<file path="src/rtl/irq_ctrl.sv">
// Purpose : 8-source edge-triggered interrupt controller on a processor port_id/strobe bus.
// Latency : src edge -> PEND in SYNC_STAGES+1 cycles; PEND -> interrupt +1 cycle; in_port one cycle after port_id.
// Backpr. : none; the request is held until the processor acks, and new edges wait in PEND until EOI.
module irq_ctrl #(
    parameter logic [7:0] BASE        = 8'h10,
    parameter int         SYNC_STAGES = 2      // legal range 2..3
) (
    input  logic       clk,
    input  logic       rst,
    input  logic [7:0] src,
    input  logic [7:0] port_id,
    input  logic       write_strobe,
    input  logic       read_strobe,
    input  logic [7:0] out_port,
    output logic [7:0] in_port,
    output logic       interrupt,
    input  logic       interrupt_ack
);

    localparam logic [7:0] A_PEND = BASE;
    localparam logic [7:0] A_MASK = BASE + 8'd1;
    localparam logic [7:0] A_VEC  = BASE + 8'd2;
    localparam logic [7:0] A_EOI  = BASE + 8'd3;

    localparam logic [1:0] S_IDLE    = 2'd0;
    localparam logic [1:0] S_REQ     = 2'd1;
    localparam logic [1:0] S_SERVICE = 2'd2;

    // Reads have no side effects, so the read qualifier is deliberately unused.
    logic w_unused_rd;
    assign w_unused_rd = read_strobe;

    logic [7:0]         r_sync [SYNC_STAGES];
    logic [SYNC_STAGES:0] r_fill;
    logic [7:0]         r_prev;
    logic [7:0]         r_pend;
    logic [7:0]         r_mask;
    logic [2:0]         r_idx;
    logic [1:0]         r_state;
    logic               r_irq;
    logic [7:0]         r_in_port;

    logic [7:0] w_sync_last;
    logic       w_armed;
    logic [7:0] w_edge;
    logic [7:0] w_act;
    logic       w_any;
    logic [2:0] w_idx;
    logic       w_take;
    logic [7:0] w_svc_clr;
    logic [7:0] w_w1c;
    logic       w_wr_mask;
    logic       w_wr_eoi;
    logic [7:0] w_vec;
    logic [7:0] w_rd_dat;
    logic [1:0] w_state_nxt;

    // Synchroniser chain for the asynchronous sources.
    always_ff @(posedge clk or negedge rst) begin
        if (!rst) begin
            for (int i = 0; i < SYNC_STAGES; i++) r_sync[i] <= 8'h00;
        end else begin
            r_sync[0] <= src;
            for (int i = 1; i < SYNC_STAGES; i++) r_sync[i] <= r_sync[i-1];
        end
    end

    // Arming shift register: edges count only once both the synchroniser output
    // and the previous-value flop hold genuine post-reset samples, so a source
    // already high at reset release never looks like a 0->1 transition.
    always_ff @(posedge clk or negedge rst) begin
        if (!rst) r_fill <= '0;
        else      r_fill <= {r_fill[SYNC_STAGES-1:0], 1'b1};
    end

    // Previous synchronised value for the rising-edge detector.
    always_ff @(posedge clk or negedge rst) begin
        if (!rst) r_prev <= 8'h00;
        else      r_prev <= w_sync_last;
    end

    assign w_sync_last = r_sync[SYNC_STAGES-1];
    assign w_armed     = r_fill[SYNC_STAGES];
    assign w_edge      = w_armed ? (w_sync_last & ~r_prev) : 8'h00;

    assign w_act = r_pend & r_mask;
    assign w_any = |w_act;

    // Fixed priority: lowest set bit of ACT wins.
    always_comb begin
        w_idx = 3'd0;
        for (int i = 7; i >= 0; i--) begin
            if (w_act[i]) w_idx = 3'(i);
        end
    end

    assign w_take    = (r_state == S_REQ) && interrupt_ack && w_any;
    assign w_svc_clr = w_take ? (8'h01 << w_idx) : 8'h00;
    assign w_w1c     = (write_strobe && (port_id == A_PEND)) ? out_port : 8'h00;
    assign w_wr_mask = write_strobe && (port_id == A_MASK);
    assign w_wr_eoi  = write_strobe && (port_id == A_EOI);

    // Pending bits: an edge in the same cycle as a clear keeps the bit set.
    always_ff @(posedge clk or negedge rst) begin
        if (!rst) r_pend <= 8'h00;
        else      r_pend <= (r_pend & ~w_w1c & ~w_svc_clr) | w_edge;
    end

    // Mask register.
    always_ff @(posedge clk or negedge rst) begin
        if (!rst)           r_mask <= 8'h00;
        else if (w_wr_mask) r_mask <= out_port;
    end

    // Service index is captured only on the accepted ack, so mask writes during
    // service cannot alter it.
    always_ff @(posedge clk or negedge rst) begin
        if (!rst)        r_idx <= 3'd0;
        else if (w_take) r_idx <= w_idx;
    end

    // Next-state logic; acks outside REQ fall through untouched.
    always_comb begin
        w_state_nxt = r_state;
        case (r_state)
            S_IDLE:    if (w_any) w_state_nxt = S_REQ;
            S_REQ: begin
                if (!w_any)      w_state_nxt = S_IDLE;
                else if (w_take) w_state_nxt = S_SERVICE;
            end
            S_SERVICE: if (w_wr_eoi) w_state_nxt = S_IDLE;
            default:   w_state_nxt = S_IDLE;
        endcase
    end

    // State register and registered interrupt line (high exactly while in REQ).
    always_ff @(posedge clk or negedge rst) begin
        if (!rst) begin
            r_state <= S_IDLE;
            r_irq   <= 1'b0;
        end else begin
            r_state <= w_state_nxt;
            r_irq   <= (w_state_nxt == S_REQ);
        end
    end

    assign w_vec = (r_state == S_SERVICE) ? {1'b1, 4'b0000, r_idx}
                                          : {w_any, 4'b0000, w_idx};

    // Read mux; EOI and unmapped addresses read as zero.
    always_comb begin
        w_rd_dat = 8'h00;
        if (port_id == A_PEND)      w_rd_dat = r_pend;
        else if (port_id == A_MASK) w_rd_dat = r_mask;
        else if (port_id == A_VEC)  w_rd_dat = w_vec;
    end

    // Registered read data, refreshed every cycle.
    always_ff @(posedge clk or negedge rst) begin
        if (!rst) r_in_port <= 8'h00;
        else      r_in_port <= w_rd_dat;
    end

    assign in_port   = r_in_port;
    assign interrupt = r_irq;

endmodule

</file>
<file path="config.mk">
export PLATFORM = sky130hd
export DESIGN_NAME = irq_ctrl
export DESIGN_NICKNAME = d
export VERILOG_FILES = /design/src/rtl/irq_ctrl.sv
export SDC_FILE = /design/constraint.sdc
export NUM_CORES = 1
export LEC_CHECK = 0
export ABC_CLOCK_PERIOD_IN_PS = 1910
export BUFFER_PORTS_ARGS = -buffer_cell sky130_fd_sc_hd__buf_2
export CAP_MARGIN = 20
export CORE_AREA = 2 2 68 70
export CTS_CLUSTER_DIAMETER = 100
export DETAILED_ROUTE_END_ITERATION = 8
export DIE_AREA = 0 0 70 72
export GPL_ROUTABILITY_DRIVEN = 0
export GPL_TIMING_DRIVEN = 0
export HOLD_SLACK_MARGIN = 0.12
export PLACE_DENSITY = 0.76
export RECOVER_POWER = 100
export SYNTH_ARGS = -nofsm -noshare
export SYNTH_HDL_FRONTEND = slang
export SYNTH_SLANG_ARGS = --single-unit
</file>
<file path="constraint.sdc">
create_clock -name clk -period 1.91 [get_ports clk]
set_input_delay 0.2865 -clock clk [delete_from_list [all_inputs] [get_ports clk]]
set_output_delay 0.2865 -clock clk [all_outputs]
set_load 0.02 [all_outputs]
</file>
Word-level counts from Yosys, hierarchy flattened

Index checks and enable logic that the tools add are counted.

Register bits: 57
Bits in latches: 0
Memory bits (writable): 0
Memory bits (read-only): 0
Output and inout port bits: 9
Logic and storage cells: 53
Memories: 0

Add/subtract/negate cells: 0
Multiply operators: 0
Div/mod/pow operators: 0
$lt $le $gt $ge: 0
Equality and inequality tests: 7
Shifts and indexed selects: 1
Mux-type cells: 20
Bitwise operators: 8
Reduce and logical (&&, ||, !) cells: 7

Operators by type and width:

| operator            | number |
|---|---|
| $mux 8              | 7 |
| $and 8x8->8         | 4 |
| $eq 8x5->1 const B  | 4 |
| $mux 3              | 8 |
| $not 8->8           | 3 |
| $mux 2              | 4 |
| $or 8x8->8          | 1 |
| $reduce_or 8->1     | 1 |
| $shl 1x3->8 const A | 1 |
| $pmux 2 s3          | 1 |
| $logic_and 1x1->1   | 5 |
| $eq 2x1->1 const B  | 2 |
| $eq 2x2->1 const B  | 1 |
| $logic_not 2->1     | 1 |

Longest topological paths before layout

Gate-level depths: netlist of the first run.

Depth in word-level cells: 14
Gate-level depth with buffers: 5

Worst setup path before layout of the first run

No wires, ideal clock.

Path type: input -> register
From: input port_id[5]
To: register r_mask[0]
Data arrival time: 1.633 ns
Data required time: 1.785 ns
Path slack: 0.152 ns
Stages: 4
Cell sequence: or4b_4 > or3_1 > buf_6 > mux2_4

Cells in the longest elaborated chain, start to end: 2

RTL lines:

| what                 | line | source |
|---|---|---|
| from (decl)          | 11   | `input logic [7:0] port_id,` |
| $eq 8x5->1           | 100  | `assign w_wr_mask = write_strobe && (port_id == A_MASK);` |
| $logic_and 1x1->1    | 100  |  |
| to (signal assigned) | 112  | `else if (w_wr_mask) r_mask <= out_port;` |
| to (decl)            | 37   | `logic [7:0] r_mask;` |

Every way passes these cells.
A chain may end at the register's enable or synchronous reset.

Worst setup path in the final report of the first run

From: register r_pend[2]
To: register r_idx[2]

Cells in the longest elaborated chain, start to end: 4

RTL lines:

| what                   | line | source |
|---|---|---|
| from (decl)            | 36   | `logic [7:0] r_pend;` |
| from (signal assigned) | 106  | `else r_pend <= (r_pend & ~w_w1c & ~w_svc_clr) \| w_edge;` |
| $and 8x8->8 (*)        | 86   | `assign w_act = r_pend & r_mask;` |
| $mux 3 (3 in series)   | 93   | `if (w_act[i]) w_idx = 3'(i);` |
| to (signal assigned)   | 119  | `else if (w_take) r_idx <= w_idx;` |
| to (decl)              | 38   | `logic [2:0] r_idx;` |

Mark *: on every way between the ends. The rest lies on a longest branch, timed or not.

==> results_dict.tcl, run 1 <==
set metrics [dict create \
    outcome "finished, final reports clean" \
    drv_slew 0 \
    leakage_nw 1.267 \
    num_io_pins 38 \
    start_kind "register" \
    yosysMostFrequentCell "dfrtp_1" \
    drt-initial-drc-count 119 \
    finalSetupViolations 0 \
    viasPerCell 5.261 \
    num-nets-final 271 \
    ys_seq_elements 57 \
    power_density_nw_per_um2 1044 \
    cts-buffers-inserted 9 \
    crit_path_end_kind "register" \
    cts_sinks 57 \
    hold_slack_ps 159.5 \
    synth_top_area_share 0.6267 \
    synth_cell_types 39 \
    fin_setup_tns_ps 0 \
    cts_root_buf "clkbuf_8" \
    synthArstFlopShare 1.000 \
    r2r_slack_ps 120 \
    fmax_mhz 558.7 \
    crit_path_max_fanout 5 \
    drc_errors 0 \
    synth_ff_type "dfrtp_1" \
    cts_resized 0 \
    power_mw 2.911 \
    rows 24 \
    dr.pass1.iters 4 \
    synth_area_leaders "dfrtp_1 (63%), mux2_4 (5.3%), nand2_1 (3.3%)" \
    die_h_um 72 \
    rsz0062_at_grt "false" \
    yosys.area.top_type "dfrtp_1" \
    min_period_ps 1790 \
    avgRoutedWirePerCell_um 13.97 \
    clk_pin_slew_ps 60 \
    synth_warnings 0 \
    hpwl_um 2962 \
    drive_gt1_frac 0.1984 \
    core_area_um2 4264 \
    vdd_drop_max_uv 702.0 \
    dieArea_um2 5040 \
    grt_pass1_vias 1602 \
    cts_hold_buf 9 \
    nFillCells 329 \
    syn_avg_cell_area_um2 12.24 \
    antenna_found_initial 0 \
    worstPathArrival_ps 2000 \
    max-slew-margin-rel 0.3220 \
    post_cts_buffers 0 \
    grtUsageTotal 0.1889 \
    grt_max_degree 40 \
    syn_to_final_growth_pct 22.48 \
    tritoncts "done" \
    ant_nets 0 \
    wirelength_um 4176 \
    num_vias 1573 \
    die_x_um 70 \
    yosysSeqAreaShare 0.6267 \
    clk_path_buf_depth 2 \
    postLayoutCoreUtil 0.6538 \
    finClkSkew_ps 4.757 \
    place_area_um2 2536 \
    required_ps 2120 \
    hold_viol_final 0 \
    gr-total-overflow 0 \
    min_path_type "in2reg" \
    maxCapViolCount 0 \
    synth_commonest_cells "dfrtp_1 (57), nand2_1 (20), nor2_1 (13), inv_1 (9), mux2_4 (8)" \
    min_period_over_period 0.9370 \
    initial_core_util 0.5337 \
    stdcell_area_um2 2788 \
    syn_area_um2 2276 \
    antennaDiodeCount 0 \
    clock_latency_ps 330 \
    critPathKind "reg2reg" \
    port_buffers 35 \
    h-tree-depth 3 \
    synth_nets 215 \
    worstMarginPinSlew_ps 1017 \
    synth-edff-count 0 \
    grt_pass1_wl_um 7079 \
    synthCells 186 \
]
## per-stage QoR
| stage | setup slack (ps) | cells |
|---|---|---|
| after floorplan | 152.1 | 186 |
| after global placement | -49.75 | 273 |
| after detailed placement | -95.03 | 274 |
| after CTS | 158.5 | 299 |
| after global routing | 30.50 | 299 |
| final | 120.3 | 299 |
## per-layer routing
layer,vias up,track usage,part of all wire
met5,-,0,0
li1,768,-,-
met4,0,0.1154,0.025
met1,746,0.2340,0.45
met3,10,0.05556,0.052
met2,49,0.2963,0.47
## logic make-up after synthesis
| group | after synthesis | synth area share |
|---|---|---|
| AND/OR/NAND/NOR | 63 | 0.1484 |
| buffers and inverters | 14 | 0.02638 |
| flip-flops | 57 | 0.6267 |
| AO/OA/AOI/OAI | 34 | 0.1034 |
| other | 1 | 0.001648 |
| multiplexers | 17 | 0.09346 |
## sequential cells by signal (all words and copies together), names as in the netlist
name / cells
r_fill: 3
r_sync: 8
r_mask: 8
r_idx: 3
r_state: 2
w_sync_last: 8
r_prev: 8
in_port: 8
interrupt: 1
r_pend: 8
## layout by cell type (no fill, tap or decap), types with 7 or more instances in the layout
cell type      synthesis  layout
dlygate4sd3_1          0       9
mux2_1                 0       7
inv_1                  9       9
nand2_1               20      20
o21ai_0                7       8
nor2_1                13      13
buf_2                  0      25
clkbuf_1               3      13
dfrtp_1               57      57
clkbuf_8               0       9
mux2i_1                7       7
## final timing paths
check | startpoint | endpoint | cells after the start
setup / recovery | r_pend[2] | r_idx[2] | 5
hold / removal | interrupt_ack | r_state[0] | 2
setup reg to reg | r_pend[2] | r_idx[2] | 5
hold reg to reg | r_fill[1] | r_fill[2] | 0
max in group asynchronous | rst | r_prev[7] | 3
min in group asynchronous | rst | in_port[0] | 2
## final cells by class
| class | instances | area, µm² | area share |
|---|---|---|---|
| clock buffer | 9 | 123.9 | 0.04443 |
| tap | 52 | 65.06 | 0.02334 |
| sequential | 57 | 1426 | 0.5117 |
| buffer | 5 | 20.02 | 0.007181 |
| inverter | 9 | 33.78 | 0.01212 |
| multi-input combinational | 115 | 759.5 | 0.2724 |
| clock inverter | 7 | 95.09 | 0.03411 |
| timing repair buffer | 45 | 264.0 | 0.09470 |
## worst max-delay path: stages (launching register included)
cell     delay, ps
dfrtp_1        410
a22oi_1        320
nand2_1        190
nor2_1         300
nor2_1         140
mux2_2         300
## power by group
part / internal [mW] / switching (mW)
Sequential: 1.31 / 0.0714
Combinational: 0.139 / 0.186
Clock: 0.730 / 0.476
Total: 2.18 / 0.734
No activity file was read; power rests on OpenSTA's default activity.
==> run 2, diff against run 1 <==
--- a/config.mk
+++ b/config.mk
@@ -17,6 +17,7 @@
 export HOLD_SLACK_MARGIN = 0.12
 export PLACE_DENSITY = 0.76
 export RECOVER_POWER = 100
+export REMOVE_ABC_BUFFERS = 1
 export SYNTH_ARGS = -nofsm -noshare
 export SYNTH_HDL_FRONTEND = slang
 export SYNTH_SLANG_ARGS = --single-unit
==> constraint.sdc (replaced) <==
create_clock -name clk -period 1.91 [get_ports clk]
set_input_delay 0.382 -clock clk [delete_from_list [all_inputs] [get_ports clk]]
set_output_delay 0.382 -clock clk [all_outputs]
set_load 0.02 [all_outputs]
==> results_dict.tcl, run 2 (same netlist as run 1, synthesis figures left out) <==
set metrics [dict create \
    cts_root_buf "clkbuf_8" \
    finalSetupViolations 0 \
    hold_slack_ps 154.4 \
    die_h_um 72 \
    antennaDiodeCount 0 \
    cts_sinks 57 \
    clk_pin_slew_ps 60 \
    dr_wl_met3_um 240 \
    min_period_over_period 0.9337 \
    switchingPower_uw 726.0 \
    finClkSkew_ps 4.649 \
    highest_layer "met4" \
    critical_path.top_delay_family "simple AND/OR/NAND/NOR gates" \
    critical_path.slowest_cell "or4b_4" \
    vdd_drop_max_uv 699.0 \
    leakage_nw 1.251 \
    met1_length_um 1870 \
    num-nets-final 259 \
    placedCellCount 270 \
    wl_met2_um 1879 \
    initial_core_util 0.5337 \
    cts-buffers-inserted 9 \
    timing.critical_path.buf_inv 1 \
    num_vias 1531 \
    combPwrFrac 0.102 \
    required_ps 2120 \
    layout_common_cells "dfrtp_1 (57), buf_2 (25), nand2_1 (20)" \
    switching_share 0.2368 \
    postLayoutCoreUtil 0.6397 \
    crit_path_max_fanout 8 \
    grt_pass1_wl_um 6741 \
    tritoncts "done" \
    gr-total-overflow 0 \
    clock_latency_ps 330 \
    grt_pass1_vias 1444 \
    viasPerCell 5.334 \
    power_density_nw_per_um2 1124 \
    critPathKind "in2reg" \
    clkPwrFrac 0.447 \
    final_common_cell "dfrtp_1" \
    wirelength_um 4057 \
    drt-initial-drc-count 101 \
    fmax_mhz 560.7 \
    min_period_ps 1783 \
    rsz0062_at_grt "false" \
    antenna_found_initial 0 \
    core_area_um2 4264 \
    seq_power_share 0.451 \
    hpwl_um 2882 \
    drv_slew 0 \
    port_buffers 36 \
    rows 24 \
    die_x_um 70 \
    ant_nets 0 \
    min_path_type "in2reg" \
    critPathMaxStageDelay_ps 570 \
    worstPathArrival_ps 1990 \
    dr.pass1.iters 5 \
    dieArea_um2 5040 \
    outcome "finished, final reports clean" \
    max-slew-margin-rel 0.4034 \
    p_int_mw 2.339 \
    nFillCells 354 \
    grtUsageTotal 0.1762 \
    h-tree-depth 3 \
    avgRoutedWirePerCell_um 14.14 \
    worstMarginPinSlew_ps 894.8 \
    grt_max_degree 43 \
    path_cells "clkbuf_1, or4b_4, or3_1, mux2_1" \
    clk_path_buf_depth 2 \
    num_io_pins 38 \
    crit_path_end_kind "register" \
    syn_to_final_growth_pct 19.85 \
    drive_gt1_frac 0.2043 \
    hold_viol_final 0 \
    start_kind "input port" \
    maxCapViolCount 0 \
    drc_errors 0 \
    fin_cells 287 \
]
[run 2: cell types whose count changed in the layout (fill, tap and decap cells not counted), sizes merged]
cell | previous run | this run
clkinvlp | 4 | 1
buf | 27 | 26
bufinv | 2 | 3
clkbuf | 23 | 22
dlygate4sd3 | 9 | 1
[run 2: layer usage]
| metal | up-vias | global-route usage |
|---|---|---|
| li1 | 741 | - |
| met1 | 734 | 0.2254 |
| met2 | 51 | 0.2825 |
| met3 | 5 | 0.05278 |
| met4 | 0 | 0.07692 |
| met5 | - | 0 |
[run 2: area by class of cell]
| cell class | count | area [µm²] | area share |
|---|---|---|---|
| Timing Repair Buffer | 38 | 196.4 | 0.07202 |
| Sequential cell | 57 | 1426 | 0.5229 |
| Clock inverter | 5 | 102.6 | 0.03761 |
| Multi-Input combinational cell | 115 | 762.0 | 0.2794 |
| Clock buffer | 11 | 141.4 | 0.05183 |
| Tap cell | 52 | 65.06 | 0.02385 |
| Inverter | 9 | 33.78 | 0.01239 |
[run 2: repair_timing]
action,CTS,global route
hold buffers,1,0
setup buffers,0,0
endpoints found under the setup margin,0,1
hold endpoints to repair,15,0
gates resized for setup,0,1
[run 2: power groups by stage]
stage | Clock [mW] | Sequential [mW] | Combinational (mW)
final | 1.37 | 1.38 | 0.312
after global routing | 1.44 | 1.40 | 0.352
after floorplan | 0 | 1.40 | 0.190
after CTS | 1.38 | 1.38 | 0.324
after detailed placement | 0 | 1.40 | 0.320
after global placement | 0 | 1.40 | 0.306
[run 2: final timing paths]
| check | to | slack, ps | from | cells after the start |
|---|---|---|---|---|
| worst max-delay path | r_mask[5] | 130 | port_id[5] | 4 |
| worst min-delay path | r_sync[12] | 150 | src[4] | 1 |
| worst max register to register | r_idx[2] | 190 | r_pend[2] | 5 |
| worst min register to register | w_sync_last[1] | 340 | r_sync[9] | 0 |
| max in group asynchronous | r_sync[15] | 520 | rst | 3 |
| min in group asynchronous | in_port[1] | 690 | rst | 2 |
[run 2: through the flow]
| stage | worst slack [ps] | TNS, ps | instance area [µm²] | power, mW |
|---|---|---|---|---|
| after floorplan | -28.88 | -231.1 | 2250 | 1.585 |
| after global placement | -236.6 | -2211 | 2495 | 1.704 |
| after detailed placement | -270.4 | -2607 | 2515 | 1.723 |
| after CTS | 76.09 | 0 | 2769 | 3.087 |
| after global routing | 69.98 | 0 | 2728 | 3.192 |
| final | 126.6 | 0 | 2728 | 3.065 |
[run 2: worst register-to-register path: cells and delay by family (launching register included)]
family | cells | cell delay, ps
compound gates | 1 | 350
flops | 1 | 420
simple gates | 3 | 550
mux | 1 | 300
